<file path="src/rtl/nsp_pkg.sv">
// Shared types and default geometry for the note sample player.
package nsp_pkg;

    typedef enum logic [1:0] {
        IDLE  = 2'd0,
        ADDR  = 2'd1,
        DATA  = 2'd2,
        WRITE = 2'd3
    } state_e;

    localparam int NSP_NUM_NOTES = 4;
    localparam int NSP_NOTE_LEN  = 7536;

endpackage

</file>
<file path="src/rtl/nsp_addr_gen.sv">
// Address generator: holds the latched clip index and sample offset and
// drives the registered ROM address. Clip bases are elaboration-time constants.
module nsp_addr_gen
    import nsp_pkg::*;
#(
    parameter int ADDR_W    = 16,
    parameter int NUM_NOTES = NSP_NUM_NOTES,
    parameter int NOTE_LEN  = NSP_NOTE_LEN,
    parameter int IDX_W     = $clog2(NSP_NUM_NOTES)
) (
    input  logic              clk_i,
    input  logic              reset_i,
    input  logic              load_i,
    input  logic              inc_i,
    input  logic              wrap_i,
    input  logic [IDX_W-1:0]  note_sel_i,
    output logic [ADDR_W-1:0] rom_addr_o,
    output logic              last_o
);

    logic [IDX_W-1:0]  idx_q, idx_d, sel_clamped;
    logic [ADDR_W-1:0] offset_q, offset_d;
    logic [ADDR_W-1:0] addr_q, addr_d;

    // Constant per-index lookup; folds to a small mux, no multiplier.
    function automatic logic [ADDR_W-1:0] base_of(input logic [IDX_W-1:0] idx);
        logic [ADDR_W-1:0] base;
        base = '0;
        for (int k = 0; k < NUM_NOTES; k++) begin
            if (idx == IDX_W'(k)) base = ADDR_W'(k * NOTE_LEN);
        end
        return base;
    endfunction

    generate
        if ((1 << IDX_W) > NUM_NOTES) begin : g_clamp
            assign sel_clamped = (note_sel_i > IDX_W'(NUM_NOTES - 1)) ? IDX_W'(NUM_NOTES - 1)
                                                                      : note_sel_i;
        end else begin : g_no_clamp
            assign sel_clamped = note_sel_i;
        end
    endgenerate

    always_comb begin
        // NOTE: every always_comb output gets a default first so no path can infer a latch.
        idx_d    = idx_q;
        offset_d = offset_q;
        addr_d   = addr_q;
        if (load_i) begin
            idx_d    = sel_clamped;
            offset_d = '0;
            addr_d   = base_of(sel_clamped);
        end else if (wrap_i) begin
            offset_d = '0;
            addr_d   = base_of(idx_q);
        end else if (inc_i) begin
            offset_d = offset_q + ADDR_W'(1);
            addr_d   = addr_q + ADDR_W'(1);
        end
    end

    // NOTE: sequential state is updated with non-blocking assignments only.
    always_ff @(posedge clk_i) begin
        if (reset_i) begin
            idx_q    <= '0;
            offset_q <= '0;
            addr_q   <= '0;
        end else begin
            idx_q    <= idx_d;
            offset_q <= offset_d;
            addr_q   <= addr_d;
        end
    end

    assign rom_addr_o = addr_q;
    assign last_o     = (offset_q == ADDR_W'(NOTE_LEN - 1));

endmodule

</file>
<file path="src/rtl/note_sample_player.sv">
// Trumpet clip playback engine feeding the Audio_Controller output FIFO.
// Optional NOTE_SAMPLE_PLAYER_GAIN_EN adds a gain_shift port (arithmetic right shift).
module note_sample_player
    import nsp_pkg::*;
#(
    parameter int ADDR_W    = 16,
    parameter int SAMPLE_W  = 16,
    parameter int NUM_NOTES = NSP_NUM_NOTES,
    parameter int NOTE_LEN  = NSP_NOTE_LEN
) (
    input  logic                         CLOCK_50,
    input  logic                         reset,
    input  logic                         play,
    input  logic                         stop,
    input  logic                         loop_en,
    input  logic [$clog2(NUM_NOTES)-1:0] note_sel,
`ifdef NOTE_SAMPLE_PLAYER_GAIN_EN
    input  logic [1:0]                   gain_shift,
`endif
    output logic [ADDR_W-1:0]            rom_addr,
    input  logic [SAMPLE_W-1:0]          rom_q,
    input  logic                         audio_out_allowed,
    output logic                         write_audio_out,
    output logic [31:0]                  left_channel_audio_out,
    output logic [31:0]                  right_channel_audio_out,
    output logic                         busy,
    output logic                         done
);

    state_e              state_q, state_d;
    logic [SAMPLE_W-1:0] sample_q, sample_d, sample_in;
    logic                done_q, done_d;
    logic                ag_load, ag_inc, ag_wrap, ag_last;

`ifdef NOTE_SAMPLE_PLAYER_GAIN_EN
    assign sample_in = $signed(rom_q) >>> gain_shift;
`else
    assign sample_in = rom_q;
`endif

    nsp_addr_gen #(
        .ADDR_W    (ADDR_W),
        .NUM_NOTES (NUM_NOTES),
        .NOTE_LEN  (NOTE_LEN),
        .IDX_W     ($clog2(NUM_NOTES))
    ) u_addr_gen (
        .clk_i      (CLOCK_50),
        .reset_i    (reset),
        .load_i     (ag_load),
        .inc_i      (ag_inc),
        .wrap_i     (ag_wrap),
        .note_sel_i (note_sel),
        .rom_addr_o (rom_addr),
        .last_o     (ag_last)
    );

    always_comb begin
        state_d         = state_q;
        sample_d        = sample_q;
        done_d          = 1'b0;
        ag_load         = 1'b0;
        ag_inc          = 1'b0;
        ag_wrap         = 1'b0;
        write_audio_out = 1'b0;
        unique case (state_q)
            IDLE: begin
                if (play && !stop) begin
                    ag_load = 1'b1;
                    state_d = ADDR;
                end
            end
            ADDR: state_d = stop ? IDLE : DATA;
            DATA: begin
                if (stop) begin
                    state_d = IDLE;
                end else begin
                    sample_d = sample_in;
                    state_d  = WRITE;
                end
            end
            WRITE: begin
                // stop and a pending reset both suppress the handshake so no partial write escapes.
                if (stop) begin
                    state_d = IDLE;
                end else if (audio_out_allowed && !reset) begin
                    write_audio_out = 1'b1;
                    if (!ag_last) begin
                        ag_inc  = 1'b1;
                        state_d = ADDR;
                    end else if (loop_en) begin
                        ag_wrap = 1'b1;
                        state_d = ADDR;
                    end else begin
                        done_d  = 1'b1;
                        state_d = IDLE;
                    end
                end
            end
            default: state_d = IDLE;
        endcase
    end

    always_ff @(posedge CLOCK_50) begin
        if (reset) begin
            state_q  <= IDLE;
            sample_q <= '0;
            done_q   <= 1'b0;
        end else begin
            state_q  <= state_d;
            sample_q <= sample_d;
            done_q   <= done_d;
        end
    end

    assign busy                    = (state_q != IDLE);
    assign done                    = done_q;
    assign left_channel_audio_out  = {sample_q, {(32 - SAMPLE_W){1'b0}}};
    assign right_channel_audio_out = {sample_q, {(32 - SAMPLE_W){1'b0}}};

endmodule
</file>
<file path="config.mk">
export PLATFORM = sky130hd
export DESIGN_NAME = note_sample_player
export DESIGN_NICKNAME = d
export VERILOG_FILES = /design/src/rtl/nsp_pkg.sv /design/src/rtl/nsp_addr_gen.sv /design/src/rtl/note_sample_player.sv
export SDC_FILE = /design/constraint.sdc
export NUM_CORES = 1
export LEC_CHECK = 0
export BUFFER_PORTS_ARGS = -buffer_cell sky130_fd_sc_hd__buf_4
export CAP_MARGIN = 20
export CELL_PAD_IN_SITES_DETAIL_PLACEMENT = 1
export CELL_PAD_IN_SITES_GLOBAL_PLACEMENT = 2
export CORE_MARGIN = 8
export CORE_UTILIZATION = 28
export CTS_CLUSTER_DIAMETER = 50
export DETAILED_ROUTE_END_ITERATION = 8
export HOLD_SLACK_MARGIN = 0.15
export PLACE_DENSITY_LB_ADDON = 0.2
export SYNTH_ARGS = -nofsm -noshare
export SYNTH_HDL_FRONTEND = slang
export SYNTH_SLANG_ARGS = --single-unit
export TNS_END_PERCENT = 20
</file>
<file path="constraint.sdc">
create_clock -name CLOCK_50 -period 2.28 [get_ports CLOCK_50]
set_clock_uncertainty 0.15 [all_clocks]
set_input_delay 0.228 -clock CLOCK_50 [delete_from_list [all_inputs] [get_ports CLOCK_50]]
set_output_delay 0.228 -clock CLOCK_50 [all_outputs]
set_load 0.005 [all_outputs]
</file>
==> reports/results.txt, run 1 <==
CP Launch Type = input pin
Final hold violation count = 0
Total CTS buffers = 5
Post-layout instance area = 0.00399 sq mm
Synth-to-layout area growth = 27.7%
Initial antenna violation count = 0
CP max stage cell = dlygate4sd3_1
Synth area leader = dfxtp_1
Hold depth = 2
Gpl congestion = 0.802
Largest net degree at the start of global routing = 44
Die area = 0.0148 sq mm
Worst-path maximum fanout = 43
Starting Density = 28.7%
Clock latency at the later pin of the worst-skew pair = 320 ps
Share of post-route cells with drive strength above 1 = 24.2%
TritonRoute pass-1 iters = 4
H-tree levels = 2
Die height = 122 microns
Util after Layout = 36.7%
Post-synth cell types = 46
Critical path class = in2reg
DP HPWL = 7450 microns
WP data required = 2380 ps
Synth Flop Type = dfxtp_1
Wire per inst = 16.2 microns
Sinks on Clock Net = 53
GRT Total Usage = 12.9%
Final setup fails = 0
First-pass GRT wire length = 15500 microns
Worst path bufs/invs = 3
Vias in the first global route = 3017
Vias = 2956
Worst R2R Path Depth = 7
Slew @ Worst Pin = 526 ps
Fin crit share = 94.5%
Nets = 505
Placed Area = 0.00364 sq mm
R2r endpoint = u_addr_gen.offset_q[12]$_SDFFE_PP0P_
TritonCTS clock tree = done
Mapped Cells = 385
Crit-path max cell delay = 550 ps
Upper clock frequency limit = 0.464 GHz
Max-Slew Margin vs Limit = 64.7%
Ant. Diodes = 0
R2r setup slk = 180 ps
EDFF count, synth = 0
WHS Endpoint = sample_q[4]$_SDFFE_PP0P_
Final min period = 2150 ps
Max Cap Violations = 0
Root Buffer = clkbuf_8
Pleak = 1.58 nW
DR iter-0 viols = 94
I/O pin cnt = 107
Number of routed nets with antenna violations = 0
Min-delay worst type = reg2reg
CP top delay family = buffers and inverters
Arrival @ worst endpoint = 2250 ps
#FFs+latches synth = 53
YS warnings = 0
Mean Syn Cell Area = 8.12 sq um
Port bufs = 74
Hold Worst Slack = 331 ps
CP cell instances = dlygate4sd3_1, buf_4, nand4b_4, nor2_4, a21oi_2, buf_12, or4_1, a21oi_1
Die W = 122 microns
Clk slew on worst S/H paths = 90 ps
Total power = 0.00176 W
Netlist Area Pre-Place = 0.00313 sq mm
FFs w/ async S/R, synth = 0%
DRC Markers = 0
Top cell type's share of synthesized area = 33.9%
Hold path startpoint = sample_q[4]$_SDFFE_PP0P_
RSZ-0062 raised after global routing = false
Post-Route WL = 9890 microns
Setup TNS Final = 0 ps
Core area = 0.0109 sq mm
Largest cells by area after synthesis = dfxtp_1 34%, buf_4 12%, a21oi_1 7.7%
GRT overflow = 0
Post-synthesis sequential area ratio = 33.9%
DR vias/cell = 4.83
Max clock buf depth = 2
Cell Pwr Density = 440 mW/mm^2
Endpoint class of the critical path = flip-flop
Worst R2R Start = u_addr_gen.offset_q[0]$_SDFFE_PP0P_
VDD IR max = 227 uV
Status = finished clean
Final count of pins violating max slew = 0
FP Rows = 38
==> worst reg2reg max path, stage by stage, from the launching register on <==
cell and delay (ps):
dfxtp_1 350, ha_1 230, nor4b_4 140, nand4_1 190
a21oi_2 110, buf_12 190, or4_1 510, a21oi_1 160
==> kinds of logic after synthesis <==
family,count (synthesis),share of synthesized area [%]
buffers and inverters,86,17.0
XOR/XNOR,3,0.841
AO/OA/AOI/OAI,98,20.3
adder cells (fa/ha/maj),10,4.00
flip-flops,53,33.9
AND/OR/NAND/NOR,134,23.7
other,1,0.120
==> final cells by class <==
cell class / instances / area (sq um)
Clock buffer: 6 / 72.6
Fill cell: 1317 / 6900
Tap cell: 140 / 175
Inverter: 17 / 63.8
Multi-Input combinational cell: 277 / 1660
Timing Repair Buffer: 117 / 946
Clock inverter: 2 / 10.0
Sequential cell: 53 / 1060
==> cells in the mapped netlist, drive strengths merged (4+ instances only) <==
cell / instances
a21oi: 49
a221oi: 4
a31oi: 5
buf: 55
clkbuf: 14
dfxtp: 53
ha: 10
inv: 17
nand2: 53
nand2b: 4
nand3: 15
nand4: 8
nor2: 15
nor3: 5
o21ai: 6
o31ai: 14
o32ai: 7
o41a: 4
or4: 14
==> power by group <==
group / switching [W] / internal [W] / total, W / leakage, nW
registers: 0.0000189 / 0.000940 / 0.000959 / 0.428
logic: 0.000128 / 0.000119 / 0.000247 / 1.11
clock network: 0.000335 / 0.000215 / 0.000549 / 0.0450
==> metrics by stage <==
| stage | cells | setup WS, ps |
|---|---|---|
| floorplan | 416 | 244 |
| global placement | 578 | 206 |
| detailed placement | 578 | 81.2 |
| CTS | 608 | 37.8 |
| global route | 612 | 1.86 |
| finish | 612 | 126 |
==> timing repair <==
| action | in CTS | in global routing |
|---|---|---|
| endpoints found under the hold margin | 28 | 0 |
| hold buffers | 22 | 0 |
| resized for setup | 0 | 3 |
| setup endpoints to repair | 0 | 30 |
| buffers inserted | 0 | 4 |
==> layout by cell type, fill, tap and decap left out, types with 2 or more instances in the layout <==
| cell type | n |
|---|---|
| o31ai_1 | 14 |
| nor2_1 | 14 |
| o41a_1 | 4 |
| a21oi_2 | 2 |
| o21ai_0 | 2 |
| and2_1 | 3 |
| dlygate4sd3_1 | 22 |
| or4_1 | 14 |
| and3_1 | 2 |
| nor4b_4 | 2 |
| clkbuf_8 | 5 |
| nor3_1 | 5 |
| or2_2 | 2 |
| nand3_1 | 15 |
| a21oi_1 | 47 |
| buf_4 | 94 |
| xnor2_1 | 3 |
| and4_1 | 2 |
| nand2_1 | 53 |
| or3_1 | 3 |
| ha_1 | 10 |
| inv_1 | 17 |
| dfxtp_1 | 53 |
| o21ai_1 | 4 |
| conb_1 | 32 |
| a221oi_1 | 4 |
| nand2b_1 | 4 |
| o32ai_1 | 7 |
| a31oi_1 | 5 |
| nand4_1 | 8 |
| clkinv_2 | 2 |
==> how the worst max path moves through the flow <==
| stage | from | endpoint | slack [ps] | depth (start not counted) |
|---|---|---|---|---|
| after floorplan | u_addr_gen.offset_q[0]$_SDFFE_PP0P_ | u_addr_gen.rom_addr_o[10]$_SDFFE_PP0P_ | 240 | 8 |
| after global placement | u_addr_gen.offset_q[0]$_SDFFE_PP0P_ | u_addr_gen.rom_addr_o[14]$_SDFFE_PP0P_ | 210 | 6 |
| after detailed placement | u_addr_gen.offset_q[0]$_SDFFE_PP0P_ | u_addr_gen.rom_addr_o[14]$_SDFFE_PP0P_ | 80 | 6 |
| after CTS | u_addr_gen.offset_q[0]$_SDFFE_PP0P_ | u_addr_gen.rom_addr_o[14]$_SDFFE_PP0P_ | 40 | 6 |
| after global routing | stop | u_addr_gen.offset_q[12]$_SDFFE_PP0P_ | 2 | 8 |
| final | stop | u_addr_gen.offset_q[12]$_SDFFE_PP0P_ | 130 | 8 |
==> registers in the layout, indices dropped and copies added (netlist names) <==
| register | count |
|---|---|
| done | 1 |
| u_addr_gen.idx_q | 2 |
| state_q | 2 |
| u_addr_gen.rom_addr_o | 16 |
| sample_q | 16 |
| u_addr_gen.offset_q | 16 |
==> metal layers <==
metal	GRT usage, %	vias up	part of all wire (%)
li1	-	1466	-
met1	15.9	1431	44
met2	22.3	51	51
met3	2.41	8	3.3
met4	4.32	0	1.3
met5	0	-	0
(Power assumes the default switching activity.)
==> run 2, diff against run 1 <==
--- a/config.mk
+++ b/config.mk
@@ -10,12 +10,13 @@
 export CELL_PAD_IN_SITES_DETAIL_PLACEMENT = 1
 export CELL_PAD_IN_SITES_GLOBAL_PLACEMENT = 2
 export CORE_MARGIN = 8
-export CORE_UTILIZATION = 28
+export CORE_UTILIZATION = 29
 export CTS_CLUSTER_DIAMETER = 50
 export DETAILED_ROUTE_END_ITERATION = 8
 export HOLD_SLACK_MARGIN = 0.15
 export PLACE_DENSITY_LB_ADDON = 0.2
 export SYNTH_ARGS = -nofsm -noshare
 export SYNTH_HDL_FRONTEND = slang
+export SYNTH_HIERARCHICAL = 1
 export SYNTH_SLANG_ARGS = --single-unit
 export TNS_END_PERCENT = 20
==> run 2 against run 1 <==
Against the previous run: the flow now finishes with violations (negative setup slack); register-to-register slack worse by 230 ps; area after synthesis is 2.6% higher; die area down 0.84%; combinational power increased by 23%; first-iteration DRC count grew 24%; global-route usage down 0.54 points.
==> reports/results.txt, run 2 <==
Status = finished with violations
Failing checks = negative setup slack
Vias in the first global route = 3150 (+4.4%)
Clk slew on worst S/H paths = 100 ps (about the same)
Post-route setup slack = -48.6 ps (-174 ps)
Max-Slew Margin vs Limit = 51.1% (-14 points)
Gate power share = 16.6% (+2.6 points)
Die height = 121 microns (-0.42%)
Most common cell after layout, fill and taps aside = buf_4
Most frequent cell after synthesis = dfxtp_1
Most frequent cells in the layout = 115 x buf_4, 49 x dfxtp_1, 37 x nand2b_1
GR Util met3 = 2.79% (+0.39 points)
Final min period = 2330 ps (+174 ps)
Total CTS buffers = 5 (unchanged)
Commonest cells post-synth = 53 x dfxtp_1, 49 x buf_4, 37 x nand2b_1
Root Buffer = clkbuf_8
Post-synth cell types = 55 (+20%)
Met2 usage = 23.5% (+1.1 points)
Source of the critical timing path = u_addr_gen/offset_q[15]$_SDFFE_PP0P_
Int Pwr = 0.00136 W (+6.8%)
Worst R2R Path Depth = 12 (+5)
Post-synthesis sequential area ratio = 33.1% (-0.85 points)
Sinks on Clock Net = 53 (unchanged)
Final setup fails = 3 (+3)
DR vias/cell = 4.59 (-5.0%)
Busiest grt layer = met2
FP Rows = 38 (unchanged)
Fin crit share = 102% (+7.6 points)
Ant. Diodes = 0 (unchanged)
TritonRoute pass-1 iters = 5 (+1)
Cell Pwr Density = 415 mW/mm^2 (-5.6%)
Clock Power Share = 30.1% (-1.2 points)
Post-Route WL = 9400 microns (-4.9%)
Mux share of post-synthesis cell area = 6.87% (+6.9 points)
Clock latency at the later pin of the worst-skew pair = 300 ps (-20 ps)
Synth Flop Type = dfxtp_1
Starting Density = 29.7% (+0.99 points)
Largest net degree at the start of global routing = 42 (-4.5%)
Slew @ Worst Pin = 731 ps (+205 ps)
Synth area leader = dfxtp_1
Vias = 2868 (-3.0%)
Pleak = 1.88 nW (+19%)
Synth Area in Compound Gates = 9.95% (-10 points)
YS warnings = 6 (+6)
Core area = 0.0108 sq mm (-0.87%)
Psw = 0.000476 W (-1.1%)
First-pass GRT wire length = 15100 microns (-2.8%)
Max clock buf depth = 2 (unchanged)
Worst R2R Start = u_addr_gen/offset_q[15]$_SDFFE_PP0P_
GRT overflow = 0 (unchanged)
Mean Syn Cell Area = 8.64 sq um (+6.4%)
Top cell type's share of synthesized area = 33.1% (-0.85 points)
R2r setup slk = -50 ps (-230 ps)
Hold Worst Slack = 277 ps (-53.8 ps)
Die area = 0.0147 sq mm (-0.84%)
Wire per inst = 15.0 microns (-6.9%)
Worst-path maximum fanout = 6 (-86%)
Die W = 121 microns (-0.42%)
Arrival @ worst endpoint = 2380 ps (+130 ps)
Sw Share = 25.9% (-1.5 points)
R2r endpoint = u_addr_gen/rom_addr_o[9]$_SDFFE_PP0P_
Final hold violation count = 0 (unchanged)
FFs w/ async S/R, synth = 0% (unchanged)
GR Util met1 = 13.5% (-2.3 points)
WP data required = 2330 ps (-50 ps)
Max Cap Violations = 0 (unchanged)
Fill cells = 1261 (-4.3%)
CP Launch Type = flip-flop
Adder-Cell Fraction of Synth Area = 3.90% (-0.10 points)
TritonCTS clock tree = done
#FFs+latches synth = 53 (unchanged)
Final count of pins violating max slew = 0 (unchanged)
Mapped Cells = 371 (-3.6%)
Critical path class = reg2reg
Reg power frac = 53.3% (-1.3 points)
EDFF count, synth = 0 (unchanged)
DP HPWL = 7060 microns (-5.3%)
VDD IR max = 231 uV (+1.6%)
Synth-to-layout area growth = 38.0%
Port bufs = 74 (unchanged)
Synth Area in XOR/XNOR = 4.64% (+3.8 points)
Number of routed nets with antenna violations = 0 (unchanged)
Min-delay worst type = in2reg
Worst setup endpoint = u_addr_gen/rom_addr_o[9]$_SDFFE_PP0P_
DR iter-0 viols = 117 (+24%)
Endpoint class of the critical path = flip-flop
RSZ-0062 raised after global routing = true
Upper clock frequency limit = 0.429 GHz (-7.5%)
Util after Layout = 41.0% (+4.3 points)
GRT Total Usage = 12.4% (-0.54 points)
Gpl congestion = 0.781 (-2.5%)
Largest family of logic cells by synthesized area = simple AND/OR/NAND/NOR gates
Largest cells by area after synthesis = dfxtp_1 33%, buf_4 11%, nand2b_1 7.2%
Netlist Area Pre-Place = 0.00321 sq mm (+2.6%)
Initial antenna violation count = 0 (unchanged)
Share of post-route cells with drive strength above 1 = 33.6% (+9.5 points)
I/O pin cnt = 107 (unchanged)
H-tree levels = 2 (unchanged)
Total power = 0.00184 W (+4.6%)
Nets = 519 (+2.8%)
Simple-gate share of the synthesized area = 25.0% (+1.2 points)
DRC Markers = 0 (unchanged)
-- run 2: metrics by stage --
step / cells / cell area [sq um] / TNS, ps / setup WS [ps]
final: 625 / 4420 / -80.9 / -48.6
after global routing: 625 / 4420 / -1160 / -153
after CTS: 622 / 4250 / -293 / -81.7
after detailed placement: 591 / 3920 / -851 / -130
after global placement: 591 / 3920 / -336 / -97.3
after floorplan: 402 / 3340 / 0 / 37.2
-- run 2: how the worst min path moves through the flow --
stage	from	endpoint	slack, ps	cells past startpoint
5_1_grt	reset	u_addr_gen/idx_q[0]$_SDFFE_PP0P_	310	3
3_3_place_gp	loop_en	done$_SDFF_PP0_	290	2
4_1_cts	reset	state_q[0]$_SDFFE_PP0P_	260	4
2_1_floorplan	loop_en	done$_SDFF_PP0_	150	1
3_5_place_dp	loop_en	done$_SDFF_PP0_	290	2
6_report	reset	u_addr_gen/rom_addr_o[4]$_SDFFE_PP0P_	280	3
-- run 2: critical path: stages (launching register included) --
cell and delay [ps]:
dfxtp_2 340, nor4_4 280, nand3_2 120, nor4_4 170, nand2_1 110, nor3_2 140, buf_4 170, nor2_2 60
o31ai_2 220, buf_4 180, buf_4 110, nor2_1 40, a2bb2oi_1 130
-- run 2: layout make-up --
cell class                      instances  area, sq um  share of cell area [%]
Multi-Input combinational cell        270         1890                    42.8
Timing Repair Buffer                  142         1150                    26.1
Inverter                               13         48.8                    1.10
Tap cell                              140          175                    3.96
Clock buffer                            7         86.3                    1.95
Sequential cell                        53         1070                    24.1
-- run 2: repair_timing --
| action | 4_1_cts | 5_1_grt |
|---|---|---|
| resized for setup | 6 | 34 |
| buffers inserted | 3 | 3 |
| pin swaps | 3 | 8 |
| hold buffers | 21 | 0 |
| hold endpoints to repair | 20 | 0 |
| setup endpoints to repair | 11 | 32 |
-- run 2: cells by family (layout without fill, tap and decap cells) --
| logic type | Yosys count | after routing |
|---|---|---|
| adder cells (fa/ha/maj) | 10 | 10 |
| XOR/XNOR | 17 | 17 |
| flip-flops | 53 | 53 |
| AO/OA/AOI/OAI | 46 | 46 |
| multiplexers | 22 | 22 |
| other | 1 | 32 |
| AND/OR/NAND/NOR | 143 | 143 |
| buffers and inverters | 79 | 162 |
-- run 2: power groups by stage --
stage | sequential [W] | combinational (W) | clock [W]
floorplan | 0.000997 | 0.000173 | 0
finish | 0.000978 | 0.000304 | 0.000553
global route | 0.000983 | 0.000335 | 0.000625
CTS | 0.000978 | 0.000289 | 0.000585
global placement | 0.000999 | 0.000254 | 0
detailed placement | 0.00100 | 0.000257 | 0
-- run 2: metal layers --
layer  share of wire [%]  up-vias
met5                   0        -
met3                 3.6        6
li1                    -     1424
met1                  43     1385
met4                 1.0        0
met2                  53       53
==> run 3, diff against run 2 <==
==> constraint.sdc (replaced) <==
create_clock -name CLOCK_50 -period 2.28 [get_ports CLOCK_50]
set_clock_uncertainty 0.15 [all_clocks]
set_input_delay 0.114 -clock CLOCK_50 [delete_from_list [all_inputs] [get_ports CLOCK_50]]
set_output_delay 0.114 -clock CLOCK_50 [all_outputs]
set_load 0.005 [all_outputs]
==> run 3 against run 2 <==
Against the previous run: die area did not move; global-route usage rose by 1.0 points; non-clock buffer count rose by 5; count of clock-buffer cells in the layout fell by 2; the flow still finishes with violations (negative setup slack); maximum frequency fell by 1.1%; combinational power rose by 3%.
==> reports/results.txt, run 3 (synthesized netlist as in run 2, its figures left out) <==
Status = finished with violations
Failing checks = negative setup slack
TritonRoute pass-1 iters = 5 (unchanged)
DRC Markers = 0 (unchanged)
First-pass GRT wire length = 16300 microns (+7.9%)
Clock latency at the later pin of the worst-skew pair = 310 ps (about the same)
Root Buffer = clkbuf_8
DR vias/cell = 4.56 (-0.64%)
Max Cap Violations = 0 (unchanged)
Upper clock frequency limit = 0.425 GHz (-1.1%)
Die height = 121 microns (unchanged)
Die area = 0.0147 sq mm (unchanged)
WP data required = 2380 ps (+50 ps)
Max-Slew Margin vs Limit = 61.0% (+9.8 points)
CP cell instances = ha_4, nand3_2, nor4_4, buf_4, nor3_4, buf_6, buf_4, and4_4, nand2b_4, or4_4, a21oi_2
Post-Route WL = 9670 microns (+2.9%)
Final count of pins violating max slew = 0 (unchanged)
Number of routed nets with antenna violations = 0 (unchanged)
Worst-path maximum fanout = 7 (+1)
Max clock buf depth = 2 (unchanged)
Total CTS buffers = 5 (unchanged)
Final setup fails = 5 (+2)
Fill cells = 1284 (+1.8%)
Final hold violation count = 0 (unchanged)
Worst R2R Path Depth = 11 (-1)
Min-delay worst type = in2reg
Hold depth = 3 (unchanged)
RSZ-0062 raised after global routing = true
H-tree levels = 2 (unchanged)
Vias in the first global route = 3194 (+1.4%)
Starting Density = 29.7% (unchanged)
Hold Worst Slack = 165 ps (-112 ps)
CP max stage cell = or4_4
Synth-to-layout area growth = 42.2%
Endpoint class of the critical path = flip-flop
Placed Area = 0.00393 sq mm (+0.38%)
I/O pin cnt = 107 (unchanged)
Initial antenna violation count = 0 (unchanged)
Port bufs = 74 (unchanged)
Largest net degree at the start of global routing = 42 (unchanged)
Crit-path max cell delay = 530 ps (+190 ps)
Die W = 121 microns (unchanged)
Register area = 0.00107 sq mm (unchanged)
Worst slack, placed = -157 ps (-26.7 ps)
DP HPWL = 7080 microns (+0.32%)
Worst path bufs/invs = 3 (unchanged)
Gpl congestion = 0.788 (+0.79%)
Arrival @ worst endpoint = 2460 ps (+80 ps)
GRT Total Usage = 13.4% (+1.0 points)
Final min period = 2360 ps (+26.5 ps)
Slew @ Worst Pin = 584 ps (-147 ps)
Share of post-route cells with drive strength above 1 = 36.3% (+2.6 points)
CP top delay family = simple AND/OR/NAND/NOR gates
Pleak = 1.96 nW (+4.4%)
Source of the critical timing path = u_addr_gen/offset_q[0]$_SDFFE_PP0P_
Nets = 524 (+0.96%)
Levels on crit path = 11 (-1)
Wire per inst = 15.3 microns (+1.9%)
Post-layout instance area = 0.00456 sq mm (+3.1%)
GRT overflow = 0 (unchanged)
CP Launch Type = flip-flop
Worst R2R Start = u_addr_gen/offset_q[0]$_SDFFE_PP0P_
Hold path startpoint = reset
Multi-input gate area = 0.00193 sq mm (+2.2%)
Core area = 0.0108 sq mm (unchanged)
Vias = 2877 (+0.31%)
Sinks on Clock Net = 53 (unchanged)
Post-route setup slack = -75.0 ps (-26.5 ps)
Ant. Diodes = 0 (unchanged)
Clk slew on worst S/H paths = 110 ps (about the same)
Critical path class = reg2reg
FP Rows = 38 (unchanged)
DR iter-0 viols = 93 (-21%)
Most frequent cells in the layout = 117 x buf_4, 49 x dfxtp_1, 36 x nand2b_1
Fin crit share = 103% (+1.2 points)
Most common cell after layout, fill and taps aside = buf_4
Critical Path Most Common Cell = buf_4
Cell Pwr Density = 453 mW/mm^2 (+9.1%)
VDD IR max = 443 uV (+92%)
TritonCTS clock tree = done
## run 3: through the flow
| stage | setup TNS, ps | total power, W | cells | util (%) |
|---|---|---|---|---|
| 2_1_floorplan | 0 | 0.00117 | 402 | - |
| 4_1_cts | -1020 | 0.00208 | 629 | 41.0 |
| 6_report | -234 | 0.00206 | 631 | 42.2 |
| 5_1_grt | -1900 | 0.00218 | 631 | 42.2 |
| 3_3_place_gp | -345 | 0.00125 | 593 | 36.4 |
| 3_5_place_dp | -1340 | 0.00126 | 593 | 36.4 |
## run 3: path summary, 6_finish.rpt
| path | endpoint | slack (ps) |
|---|---|---|
| max | u_addr_gen/offset_q[15]$_SDFFE_PP0P_ | -80 |
| min | u_addr_gen/idx_q[0]$_SDFFE_PP0P_ | 160 |
| max reg2reg | u_addr_gen/offset_q[15]$_SDFFE_PP0P_ | -80 |
| min reg2reg | u_addr_gen/rom_addr_o[15]$_SDFFE_PP0P_ | 340 |
## run 3: layer usage
metal / share of wire [%] / track usage, % / wire length [microns] / vias to the layer above
met5: 0 / 0 / 0 / -
met1: 43 / 15.3 / 4120 / 1385
met4: 1.5 / 3.70 / 144 / 0
li1: - / - / - / 1433
met3: 3.5 / 2.75 / 335 / 11
met2: 52 / 24.8 / 5070 / 48
## run 3: layout make-up
class                           instances  area share, %
Timing Repair Buffer                  147           26.3
Multi-Input combinational cell        270           42.4
Sequential cell                        53           23.4
Inverter                               13           1.07
Clock inverter                          3           1.43
Clock buffer                            5           1.51
Tap cell                              140           3.84
## run 3: timing repair
action,CTS,global route
gates cloned,0,0
hold buffers,22,0
setup buffers,7,2
gates resized for setup,23,28
endpoints found under the setup margin,31,32
endpoints found under the hold margin,20,0
pin swaps,15,8
## run 3: worst reg2reg max path, cell delays in order, from the launching register on
cell and delay (ps):
dfxtp_2 350, ha_4 170, nand3_2 90, nor4_4 50
buf_4 150, nor3_4 120, buf_6 150, buf_4 110
and4_4 230, nand2b_4 60, or4_4 530, a21oi_2 140
## run 3: power by group
| part | internal, W | leakage, nW | switching (W) |
|---|---|---|---|
| clock | 0.000437 | 0.0681 | 0.000338 |
| combinational | 0.000172 | 1.46 | 0.000141 |
| sequential | 0.000951 | 0.432 | 0.0000257 |
| total | 0.00156 | 1.96 | 0.000505 |
